## src/rtl/riscv_pkg.sv

```systemverilog
// Shared definitions for the RV32IM core's memory stage.
//   F3_*         : funct3 encodings of loads and stores. Store codes reuse the
//                  low-half load codes (SB=LB, SH=LH, SW=LW).
//   lsu_state_t  : load/store unit transaction state.
package riscv_pkg;

   localparam logic [2:0] F3_LB  = 3'b000;
   localparam logic [2:0] F3_LH  = 3'b001;
   localparam logic [2:0] F3_LW  = 3'b010;
   localparam logic [2:0] F3_LBU = 3'b100;
   localparam logic [2:0] F3_LHU = 3'b101;
   localparam logic [2:0] F3_SB  = 3'b000;
   localparam logic [2:0] F3_SH  = 3'b001;
   localparam logic [2:0] F3_SW  = 3'b010;

   typedef enum logic [1:0] {
      LSU_IDLE = 2'd0,
      LSU_REQ  = 2'd1,
      LSU_WAIT = 2'd2,
      LSU_DONE = 2'd3
   } lsu_state_t;

endpackage

```

## src/rtl/mem_lsu_if.sv

```systemverilog
// Valid/ready data-bus between the load/store unit (master) and memory (slave).
//   req_valid/req_ready : request handshake
//   req_addr            : word-aligned byte address
//   req_we              : 1 = write
//   req_wstrb/req_wdata : byte enables and lane-replicated write data
//   rsp_valid/rsp_rdata : read response (no back-pressure)
interface mem_lsu_if #(
   parameter int ADDR_W = 32
) ();

   logic              req_valid;
   logic              req_ready;
   logic [ADDR_W-1:0] req_addr;
   logic              req_we;
   logic [3:0]        req_wstrb;
   logic [31:0]       req_wdata;
   logic              rsp_valid;
   logic [31:0]       rsp_rdata;

   modport master (
      output req_valid, req_addr, req_we, req_wstrb, req_wdata,
      input  req_ready, rsp_valid, rsp_rdata
   );

   modport slave (
      input  req_valid, req_addr, req_we, req_wstrb, req_wdata,
      output req_ready, rsp_valid, rsp_rdata
   );

endinterface

```

## src/rtl/lsu_align.sv

```systemverilog
// Purely combinational lane logic for the load/store unit.
//   funct3_i, addr_lo_i : access type and byte offset within the word
//   is_store_i          : enables strobe/write-data generation
//   store_data_i        : rs2 value   -> wstrb_o, wdata_o (lane-replicated)
//   rdata_i             : bus word    -> ldata_o (selected, extended)
//   misalign_o          : half not on a 2-byte or word not on a 4-byte boundary
module lsu_align
   import riscv_pkg::*;
(
   input  logic [2:0]  funct3_i,
   input  logic [1:0]  addr_lo_i,
   input  logic        is_store_i,
   input  logic [31:0] store_data_i,
   input  logic [31:0] rdata_i,
   output logic [3:0]  wstrb_o,
   output logic [31:0] wdata_o,
   output logic [31:0] ldata_o,
   output logic        misalign_o
);

   // Bring the addressed byte/half down to bit 0 so extraction is lane-agnostic.
   logic [31:0] shifted;
   assign shifted = rdata_i >> {addr_lo_i, 3'b000};

   // Store encodings alias the load ones, so the case is written in load terms;
   // funct3[2] set is never a legal store and produces no strobes.
   always_comb begin
      wstrb_o    = 4'b0000;
      wdata_o    = '0;
      ldata_o    = '0;
      misalign_o = 1'b0;
      case (funct3_i)
         F3_LB, F3_LBU: begin
            ldata_o = (funct3_i == F3_LB) ? {{24{shifted[7]}}, shifted[7:0]}
                                          : {24'h0, shifted[7:0]};
            if (is_store_i && !funct3_i[2]) begin
               wstrb_o = 4'b0001 << addr_lo_i;
               wdata_o = {4{store_data_i[7:0]}};
            end
         end
         F3_LH, F3_LHU: begin
            misalign_o = addr_lo_i[0];
            ldata_o    = (funct3_i == F3_LH) ? {{16{shifted[15]}}, shifted[15:0]}
                                             : {16'h0, shifted[15:0]};
            if (is_store_i && !funct3_i[2]) begin
               wstrb_o = 4'b0011 << addr_lo_i;
               wdata_o = {2{store_data_i[15:0]}};
            end
         end
         F3_LW: begin
            misalign_o = |addr_lo_i;
            ldata_o    = shifted;
            if (is_store_i) begin
               wstrb_o = 4'b1111;
               wdata_o = store_data_i;
            end
         end
         default: ;
      endcase
   end

endmodule

```

## src/rtl/mem_lsu.sv

```systemverilog
// Memory-stage load/store unit. Turns an EX/MEM load/store into one valid/ready
// bus transaction, stalls the pipeline until it completes, and formats load
// data for MEM/WB.
//   clk, rst_n                      : clock, asynchronous active-low reset
//   op_valid, mem_read, mem_write   : EX/MEM instruction qualifiers
//   funct3, addr, store_data        : access type, byte address, rs2 value
//   stall                           : pipeline freeze (combinational)
//   misalign                        : pulse on a misaligned access
//   mem_data                        : registered load result
//   bus                             : data-bus master port
module mem_lsu
   import riscv_pkg::*;
#(
   parameter int ADDR_W = 32
) (
   input  logic              clk,
   input  logic              rst_n,
   input  logic              op_valid,
   input  logic              mem_read,
   input  logic              mem_write,
   input  logic [2:0]        funct3,
   input  logic [ADDR_W-1:0] addr,
   input  logic [31:0]       store_data,
   output logic              stall,
   output logic              misalign,
   output logic [31:0]       mem_data,
   mem_lsu_if.master         bus
);

   lsu_state_t        state_q, state_d;
   logic [ADDR_W-1:0] req_addr_q, req_addr_d;
   logic              req_we_q, req_we_d;
   logic [3:0]        req_wstrb_q, req_wstrb_d;
   logic [31:0]       req_wdata_q, req_wdata_d;
   logic [2:0]        funct3_q, funct3_d;
   logic [1:0]        addr_lo_q, addr_lo_d;
   logic [31:0]       mem_data_q, mem_data_d;
   logic              req_valid;

   logic [3:0]  st_wstrb, ld_wstrb;
   logic [31:0] st_wdata, ld_wdata;
   logic [31:0] st_ldata, ld_ldata;
   logic        st_misalign, ld_misalign;

   // Gated by rst_n so stall/misalign read 0 while reset is held, even if the
   // EX/MEM register still presents a memory op.
   logic mem_op;
   assign mem_op = rst_n & op_valid & (mem_read | mem_write);

   // Store path: works on the live EX/MEM op to build the request and the
   // misalign check before the transaction is accepted.
   lsu_align u_store_align (
      .funct3_i     (funct3),
      .addr_lo_i    (addr[1:0]),
      .is_store_i   (mem_write),
      .store_data_i (store_data),
      .rdata_i      ('0),
      .wstrb_o      (st_wstrb),
      .wdata_o      (st_wdata),
      .ldata_o      (st_ldata),
      .misalign_o   (st_misalign)
   );

   // Load path: works on the latched access so the response is formatted
   // correctly regardless of what EX/MEM presents.
   lsu_align u_load_align (
      .funct3_i     (funct3_q),
      .addr_lo_i    (addr_lo_q),
      .is_store_i   (1'b0),
      .store_data_i ('0),
      .rdata_i      (bus.rsp_rdata),
      .wstrb_o      (ld_wstrb),
      .wdata_o      (ld_wdata),
      .ldata_o      (ld_ldata),
      .misalign_o   (ld_misalign)
   );

   always_comb begin
      // NOTE: every combinational output and next-state value is defaulted
      // first, so no path through the case statement can infer a latch.
      state_d     = state_q;
      req_addr_d  = req_addr_q;
      req_we_d    = req_we_q;
      req_wstrb_d = req_wstrb_q;
      req_wdata_d = req_wdata_q;
      funct3_d    = funct3_q;
      addr_lo_d   = addr_lo_q;
      mem_data_d  = mem_data_q;
      stall       = 1'b0;
      misalign    = 1'b0;
      req_valid   = 1'b0;

      case (state_q)
         LSU_IDLE: begin
            if (mem_op) begin
               if (st_misalign) begin
                  misalign = 1'b1;
               end else begin
                  stall       = 1'b1;
                  state_d     = LSU_REQ;
                  req_addr_d  = {addr[ADDR_W-1:2], 2'b00};
                  req_we_d    = mem_write;
                  req_wstrb_d = st_wstrb;
                  req_wdata_d = st_wdata;
                  funct3_d    = funct3;
                  addr_lo_d   = addr[1:0];
               end
            end
         end
         LSU_REQ: begin
            req_valid = 1'b1;
            stall     = 1'b1;
            if (bus.req_ready) begin
               state_d = req_we_q ? LSU_DONE : LSU_WAIT;
            end
         end
         LSU_WAIT: begin
            stall = 1'b1;
            if (bus.rsp_valid) begin
               mem_data_d = ld_ldata;
               state_d    = LSU_DONE;
            end
         end
         LSU_DONE: begin
            state_d = LSU_IDLE;
         end
         default: begin
            state_d = LSU_IDLE;
         end
      endcase
   end

   always_ff @(posedge clk or negedge rst_n) begin
      if (!rst_n) begin
         state_q     <= LSU_IDLE;
         req_addr_q  <= '0;
         req_we_q    <= 1'b0;
         req_wstrb_q <= 4'b0000;
         req_wdata_q <= '0;
         funct3_q    <= 3'b000;
         addr_lo_q   <= 2'b00;
         mem_data_q  <= '0;
      end else begin
         // NOTE: non-blocking assignments make every register sample the
         // pre-edge values, independent of statement order.
         state_q     <= state_d;
         req_addr_q  <= req_addr_d;
         req_we_q    <= req_we_d;
         req_wstrb_q <= req_wstrb_d;
         req_wdata_q <= req_wdata_d;
         funct3_q    <= funct3_d;
         addr_lo_q   <= addr_lo_d;
         mem_data_q  <= mem_data_d;
      end
   end

   // The load-path instance only ever sees an access that already passed the
   // misalign check and never writes; the store-path instance never sees bus
   // data. Their remaining outputs are therefore constant.
   always_ff @(posedge clk) begin
      if (rst_n) begin
         assert (ld_wstrb == 4'b0000 && ld_wdata == '0 && !ld_misalign && st_ldata == '0);
      end
   end

   assign bus.req_valid = req_valid;
   assign bus.req_addr  = req_addr_q;
   assign bus.req_we    = req_we_q;
   assign bus.req_wstrb = req_wstrb_q;
   assign bus.req_wdata = req_wdata_q;
   assign mem_data      = mem_data_q;

endmodule

```

## src/flat_wrapper.sv

```systemverilog
// flat-port wrapper written by rule: the top's interface ports become plain ports
module mem_lsu_flat import riscv_pkg::*;
#(
   parameter int ADDR_W = 32
)
  (clk, rst_n, op_valid, mem_read, mem_write, funct3, addr, store_data, stall, misalign, mem_data, bus_req_valid, bus_req_addr, bus_req_we, bus_req_wstrb, bus_req_wdata, bus_req_ready, bus_rsp_valid, bus_rsp_rdata);
  mem_lsu_if #(.ADDR_W(ADDR_W)) bus_i ();
  input  logic clk;
  input  logic rst_n;
  input  logic op_valid;
  input  logic mem_read;
  input  logic mem_write;
  input  logic [2:0] funct3;
  input  logic [ADDR_W-1:0] addr;
  input  logic [31:0] store_data;
  output logic stall;
  output logic misalign;
  output logic [31:0] mem_data;
  output wire logic [$bits(bus_i.req_valid)-1:0] bus_req_valid;
  output wire logic [$bits(bus_i.req_addr)-1:0] bus_req_addr;
  output wire logic [$bits(bus_i.req_we)-1:0] bus_req_we;
  output wire logic [$bits(bus_i.req_wstrb)-1:0] bus_req_wstrb;
  output wire logic [$bits(bus_i.req_wdata)-1:0] bus_req_wdata;
  input wire logic [$bits(bus_i.req_ready)-1:0] bus_req_ready;
  input wire logic [$bits(bus_i.rsp_valid)-1:0] bus_rsp_valid;
  input wire logic [$bits(bus_i.rsp_rdata)-1:0] bus_rsp_rdata;
  assign bus_req_valid = bus_i.req_valid;
  assign bus_req_addr = bus_i.req_addr;
  assign bus_req_we = bus_i.req_we;
  assign bus_req_wstrb = bus_i.req_wstrb;
  assign bus_req_wdata = bus_i.req_wdata;
  assign bus_i.req_ready = bus_req_ready;
  assign bus_i.rsp_valid = bus_rsp_valid;
  assign bus_i.rsp_rdata = bus_rsp_rdata;
  mem_lsu #(.ADDR_W(ADDR_W)) u_core (.clk(clk), .rst_n(rst_n), .op_valid(op_valid), .mem_read(mem_read), .mem_write(mem_write), .funct3(funct3), .addr(addr), .store_data(store_data), .stall(stall), .misalign(misalign), .mem_data(mem_data), .bus(bus_i));
endmodule
```

## config.mk

```make
export PLATFORM = sky130hd
export DESIGN_NAME = mem_lsu_flat
export DESIGN_NICKNAME = d
export VERILOG_FILES = /design/src/rtl/riscv_pkg.sv /design/src/rtl/mem_lsu_if.sv /design/src/rtl/lsu_align.sv /design/src/rtl/mem_lsu.sv /design/src/flat_wrapper.sv
export SDC_FILE = /design/constraint.sdc
export NUM_CORES = 1
export LEC_CHECK = 0
export BUFFER_PORTS_ARGS = -buffer_cell sky130_fd_sc_hd__buf_2
export CAP_MARGIN = 20
export CORE_MARGIN = 5
export CORE_UTILIZATION = 58
export DETAILED_ROUTE_END_ITERATION = 6
export HOLD_SLACK_MARGIN = 0.06
export PLACE_DENSITY = 0.95
export SLEW_MARGIN = 20
export SYNTH_ARGS = -nofsm -noshare
export SYNTH_HDL_FRONTEND = slang
export SYNTH_HIERARCHICAL = 1
export SYNTH_SLANG_ARGS = --single-unit
```

## constraint.sdc

```tcl
create_clock -name clk -period 5 [get_ports clk]
set_clock_uncertainty 0.05 [all_clocks]
set_input_delay 0.25 -clock clk [delete_from_list [all_inputs] [get_ports clk]]
set_output_delay 0.25 -clock clk [all_outputs]
set_load 0.02 [all_outputs]
```

Word-level counts from Yosys, hierarchy flattened
Index checks and enable logic that the tools add are counted.
{"block": "totals", "regBits": 106, "input_bits": 106, "wordCells": 69}
{"block": "op_classes", "n_eq_ne": 15, "shift": 3, "n_mux": 25, "bitwise_logic": 4, "reduce_logical": 14}
{"operator": "$pmux W32 S3", "n": 2}
{"operator": "$mux W32", "n": 5}
{"operator": "$shr A32 B5 Y32", "n": 1}
{"operator": "$eq A3 B3 Y1 const B", "n": 4}
{"operator": "$mux W4", "n": 3}
{"operator": "$pmux W4 S3", "n": 1}
{"operator": "$reduce_or A2 Y1", "n": 6}
{"operator": "$mux W2", "n": 4}
{"operator": "$pmux W2 S4", "n": 1}
{"operator": "$mux W1", "n": 7}
{"operator": "$eq A3 B1 Y1 const B", "n": 2}
{"operator": "$eq A3 B2 Y1 const B", "n": 2}
{"operator": "$logic_not A3 Y1", "n": 2}
{"operator": "$ne A2 B2 Y1 const B", "n": 3}
{"operator": "$eq A2 B2 Y1 const B", "n": 2}
{"operator": "$pmux W1 S2", "n": 2}
{"operator": "$reduce_and A4 Y1", "n": 1}
{"operator": "$shl A1 B2 Y4 const A", "n": 1}
{"operator": "$shl A2 B2 Y4 const A", "n": 1}
{"operator": "$reduce_and A3 Y1", "n": 1}
{"operator": "$and A1 B1 Y1", "n": 2}
{"operator": "$eq A2 B1 Y1 const B", "n": 1}
{"operator": "$logic_not A2 Y1", "n": 1}
{"operator": "$ne A2 B1 Y1 const B", "n": 1}
{"operator": "other kinds (5)", "n": 5}

Logic depth before layout (Yosys ltp)
{"block": "depth", "ltp_word": 6, "mapped_depth": 11, "ltp_nobuf": 7}

Hierarchy
Netlist, hierarchy kept.
{"mod": "mem_lsu", "instances": 1, "cells_per_inst": 243, "area_each_um2": 4440.5, "seq_area_each_um2": 2652.5}
{"mod": "lsu_align", "instances": 2, "cells_per_inst": 233, "area_each_um2": 1497.7, "seq_area_each_um2": 0.0}

Worst setup path before layout
Ideal clock, no wire load.
{"block": "synth_timing", "path_type": "input port to flip-flop", "from": "input addr[1]", "to": "register u_core.state_q[1]", "setup_ns": 0.125, "arrival_ns": 2.063, "path_slack_ns": 2.762, "path_stages": 10, "n_path_buf": 3, "path_cell_list": "buf_6 > buf_4 > buf_4 > inv_1 > ha_1 > nor2_1 > a22o_1 > and2_1 > a2111oi_2 > mux2_2"}
{"block": "synth_via", "elab_chain_cells": 4}
{"item": "start, declared", "line_no": "flat_wrapper.sv:14", "source": "input logic [ADDR_W-1:0] addr;"}
{"item": "$reduce_or A2 Y1", "line_no": "lsu_align.sv:51", "source": "misalign_o = |addr_lo_i;"}
{"item": "$pmux W1 S2", "line_no": "lsu_align.sv:32", "source": "case (funct3_i)"}
{"item": "named net u_core.st_misalign", "line_no": "mem_lsu.sv:43", "source": "logic st_misalign, ld_misalign;"}
{"item": "$ne A2 B2 Y1 (no line)"}
{"item": "$reduce_and A4 Y1 (no line)"}
{"item": "end signal, assigned", "line_no": "mem_lsu.sv:146", "source": "state_q <= state_d;"}
{"item": "end, declared", "line_no": "mem_lsu.sv:30", "source": "lsu_state_t state_q, state_d;"}
The timed path passes the listed nets, and every way through them passes these cells.
A chain may end at the register's enable or synchronous reset.

Worst setup path after layout
{"block": "layout_timing", "from": "input rst_n", "to": "output stall"}
{"block": "layout_via", "elab_chain_cells": 4}
{"item": "start, declared", "line_no": "flat_wrapper.sv:9", "source": "input logic rst_n;"}
{"item": "$and A1 B1 Y1 (2 in a row)", "line_no": "mem_lsu.sv:48", "source": "assign mem_op = rst_n & op_valid & (mem_read | mem_write);"}
{"item": "$mux W1", "line_no": "mem_lsu.sv:95", "source": "if (mem_op) begin"}
{"item": "$pmux W1 S2", "line_no": "mem_lsu.sv:93", "source": "case (state_q)"}
{"item": "end, declared", "line_no": "flat_wrapper.sv:16", "source": "output logic stall;"}
Every way passes these cells.

==> results.cfg <==
[setup_path]
crit_fanout = 59
cp-end-kind = output port
cpMostUsedCell = buf_4
cp_top_family = buffers and inverters
r2r-start = u_core/addr_lo_q[1]$_DFFE_PN0P_
worst_setup_path_start_kind = primary input
slowest_delay_ns = 0.59
crit_type = primary input to output port
path_buf_inv = 4
crit_required_ns = 4.70
worst-path-stages = 7
r2r_setup_slack_ns = 2.28
r2r_cells = 4
critPathSlowestCell = buf_4
cp.arrival_ns = 2.90
path_cells = dlygate4sd3_1 -> buf_4 -> o211ai_2 -> nor3b_4 -> buf_4 -> o21ba_2 -> buf_2
worst_r2r_endpoint = u_core/mem_data[28]$_DFFE_PN0P_
endpoint = stall
crit_path_start = rst_n

[place]
placed_area_sq_um = 6890
gp_congestion = 0.908
dp_cells = 792
dpl.hpwl_um = 11500
portBuffers = 207

[synthesis]
syn_area_per_cell_sq_um = 12.3
synth_cells = 488
ys_warn_count = 6
synth_area_sq_um = 6020

[layout]
nFillCells = 722
final_cells = 839
area_delta_synth_final_pct = 22.8
fin_area_sq_um = 7390
finalNetCount = 812
n_antenna_cell = 0
drive_gt1_share_pct = 50.2
fin_util_pct = 72.2

[clock_tree]
clk_pin_slew_ns = 0.11
clkLatencyLatePin_ns = 0.38
cts_made_buffers = 9
postCtsSetupBuffers = 0
ctsResizeCount = 0
cts_sinks = 106
cts_hold_buf = 31
cts_tree = built
htreeDepth = 3
clockRootBuffer = clkbuf_8
clockBufferDepth = 2

[sta]
hold-worst-slack_ns = 0.108
slew_headroom_pct = 26.5
hold_viol = 0
rsz0062_at_grt = no
max_freq_mhz = 312
post-route-period-util_pct = 64.0
setup_viol = 0
worstMarginPinSlew_ns = 1.10
drv_slew = 0
fin_setup_tns_ns = 0
post-route-min-period_ns = 3.20

[power]
power_density_nw_per_um2 = 558
vdd_drop_max_mv = 0.347
p_leak_nw = 3.76

[detailed_routing]
wl_per_cell_um = 19.5
viasPerCell = 5.69
drtIter0Drc = 330
dr.pass1.iters = 5
dr_total_vias = 4776
ant_nets = 0
drc = 0
wirelength_um = 16400

[status]
status = completed

[job]
maxCapViolCount = 0

[worst_hold_path]
hold_path.class = primary input to flip-flop

[floorplanning]
die_w_um = 112
die_area_sq_um = 12500
ios = 210
coreArea_sq_um = 10200
num_rows = 37
dieHeight_um = 112
initial_utilization_pct = 58.8

[global_routing]
overflow = 0
track_usage_pct = 26.0
antenna_found_initial = 0
grt_pass1_vias = 4983
grt_start_max_net_pins = 60
grt_pass1_wl_um = 26100
[worst register-to-register path, stage by stage, from the launching register on]
cell,delay (ns)
dfrtp_1,1.05
mux4_2,0.66
nand3_2,0.36
o211ai_1,0.18
mux2_2,0.31
[area by class of cell]
class | instances | area [sq um] | share of cell area, %
Clock buffer | 10 | 128 | 1.73
Clock inverter | 6 | 55.1 | 0.745
Inverter | 9 | 33.8 | 0.457
Multi-Input combinational cell | 329 | 2960 | 40.1
Sequential cell | 106 | 2650 | 35.9
Tap cell | 136 | 170 | 2.30
Timing Repair Buffer | 243 | 1390 | 18.8
[power by group]
group / total (mW) / switching (mW) / internal, mW
clock network: 0.515 / 0.322 / 0.193
registers: 1.50 / 0.288 / 1.21
logic: 2.11 / 1.12 / 0.988
total: 4.12 / 1.73 / 2.39
[stage by stage]
stage	total power, mW	setup slack [ns]
3_5_place_dp	3.57	2.17
5_1_grt	4.35	1.57
4_1_cts	4.11	1.73
2_1_floorplan	2.99	2.90
3_3_place_gp	3.49	2.21
6_report	4.12	1.80
[registers in the layout, indices dropped and copies added (netlist names)]
name                  cells
u_core/state_q            2
u_core/bus.req_we         1
u_core/mem_data          32
u_core/addr_lo_q          2
u_core/funct3_q           3
u_core/bus.req_addr      30
u_core/bus.req_wdata     32
u_core/bus.req_wstrb      4
[per-layer routing]
layer	wire length, um	vias up	global-route usage, %	share of wire (%)
met4	502	0	10.5	3.1
met5	0	-	0	0
met2	8170	256	44.5	50
li1	-	2140	-	-
met1	6270	2338	31.2	38
met3	1450	42	6.90	8.8
[worst min path at each step]
stage                     slack [ns]                               to       from  cells past startpoint
after floorplan                 -0.1  u_core/addr_lo_q[0]$_DFFE_PN0P_      rst_n                      0
final                           0.11    u_core/bus.req_we$_DFFE_PN0P_  mem_write                      2
after global routing            0.09    u_core/bus.req_we$_DFFE_PN0P_  mem_write                      2
after CTS                       0.08    u_core/bus.req_we$_DFFE_PN0P_  mem_write                      2
after detailed placement        0.32   u_core/mem_data[5]$_DFFE_PN0P_      rst_n                      1
after global placement          0.29   u_core/mem_data[6]$_DFFE_PN0P_      rst_n                      1
[cells in the final DEF (no fill, tap or decap), types with 7 or more instances in the layout]
cell and instances:
dlygate4sd3_1 31, a2bb2oi_1 8, ha_1 8, mux2i_1 7, mux2_2 44, inv_1 7
a21o_1 16, nand3_1 9, nor2b_1 8, o211ai_1 15, o21ai_0 9, dfrtp_1 106
clkbuf_8 9, buf_2 206, mux2_4 70, nand2b_1 9, a21oi_1 28, nand2_1 44
a211oi_1 15, and2_1 9
Power figures use the tool's default switching activity.
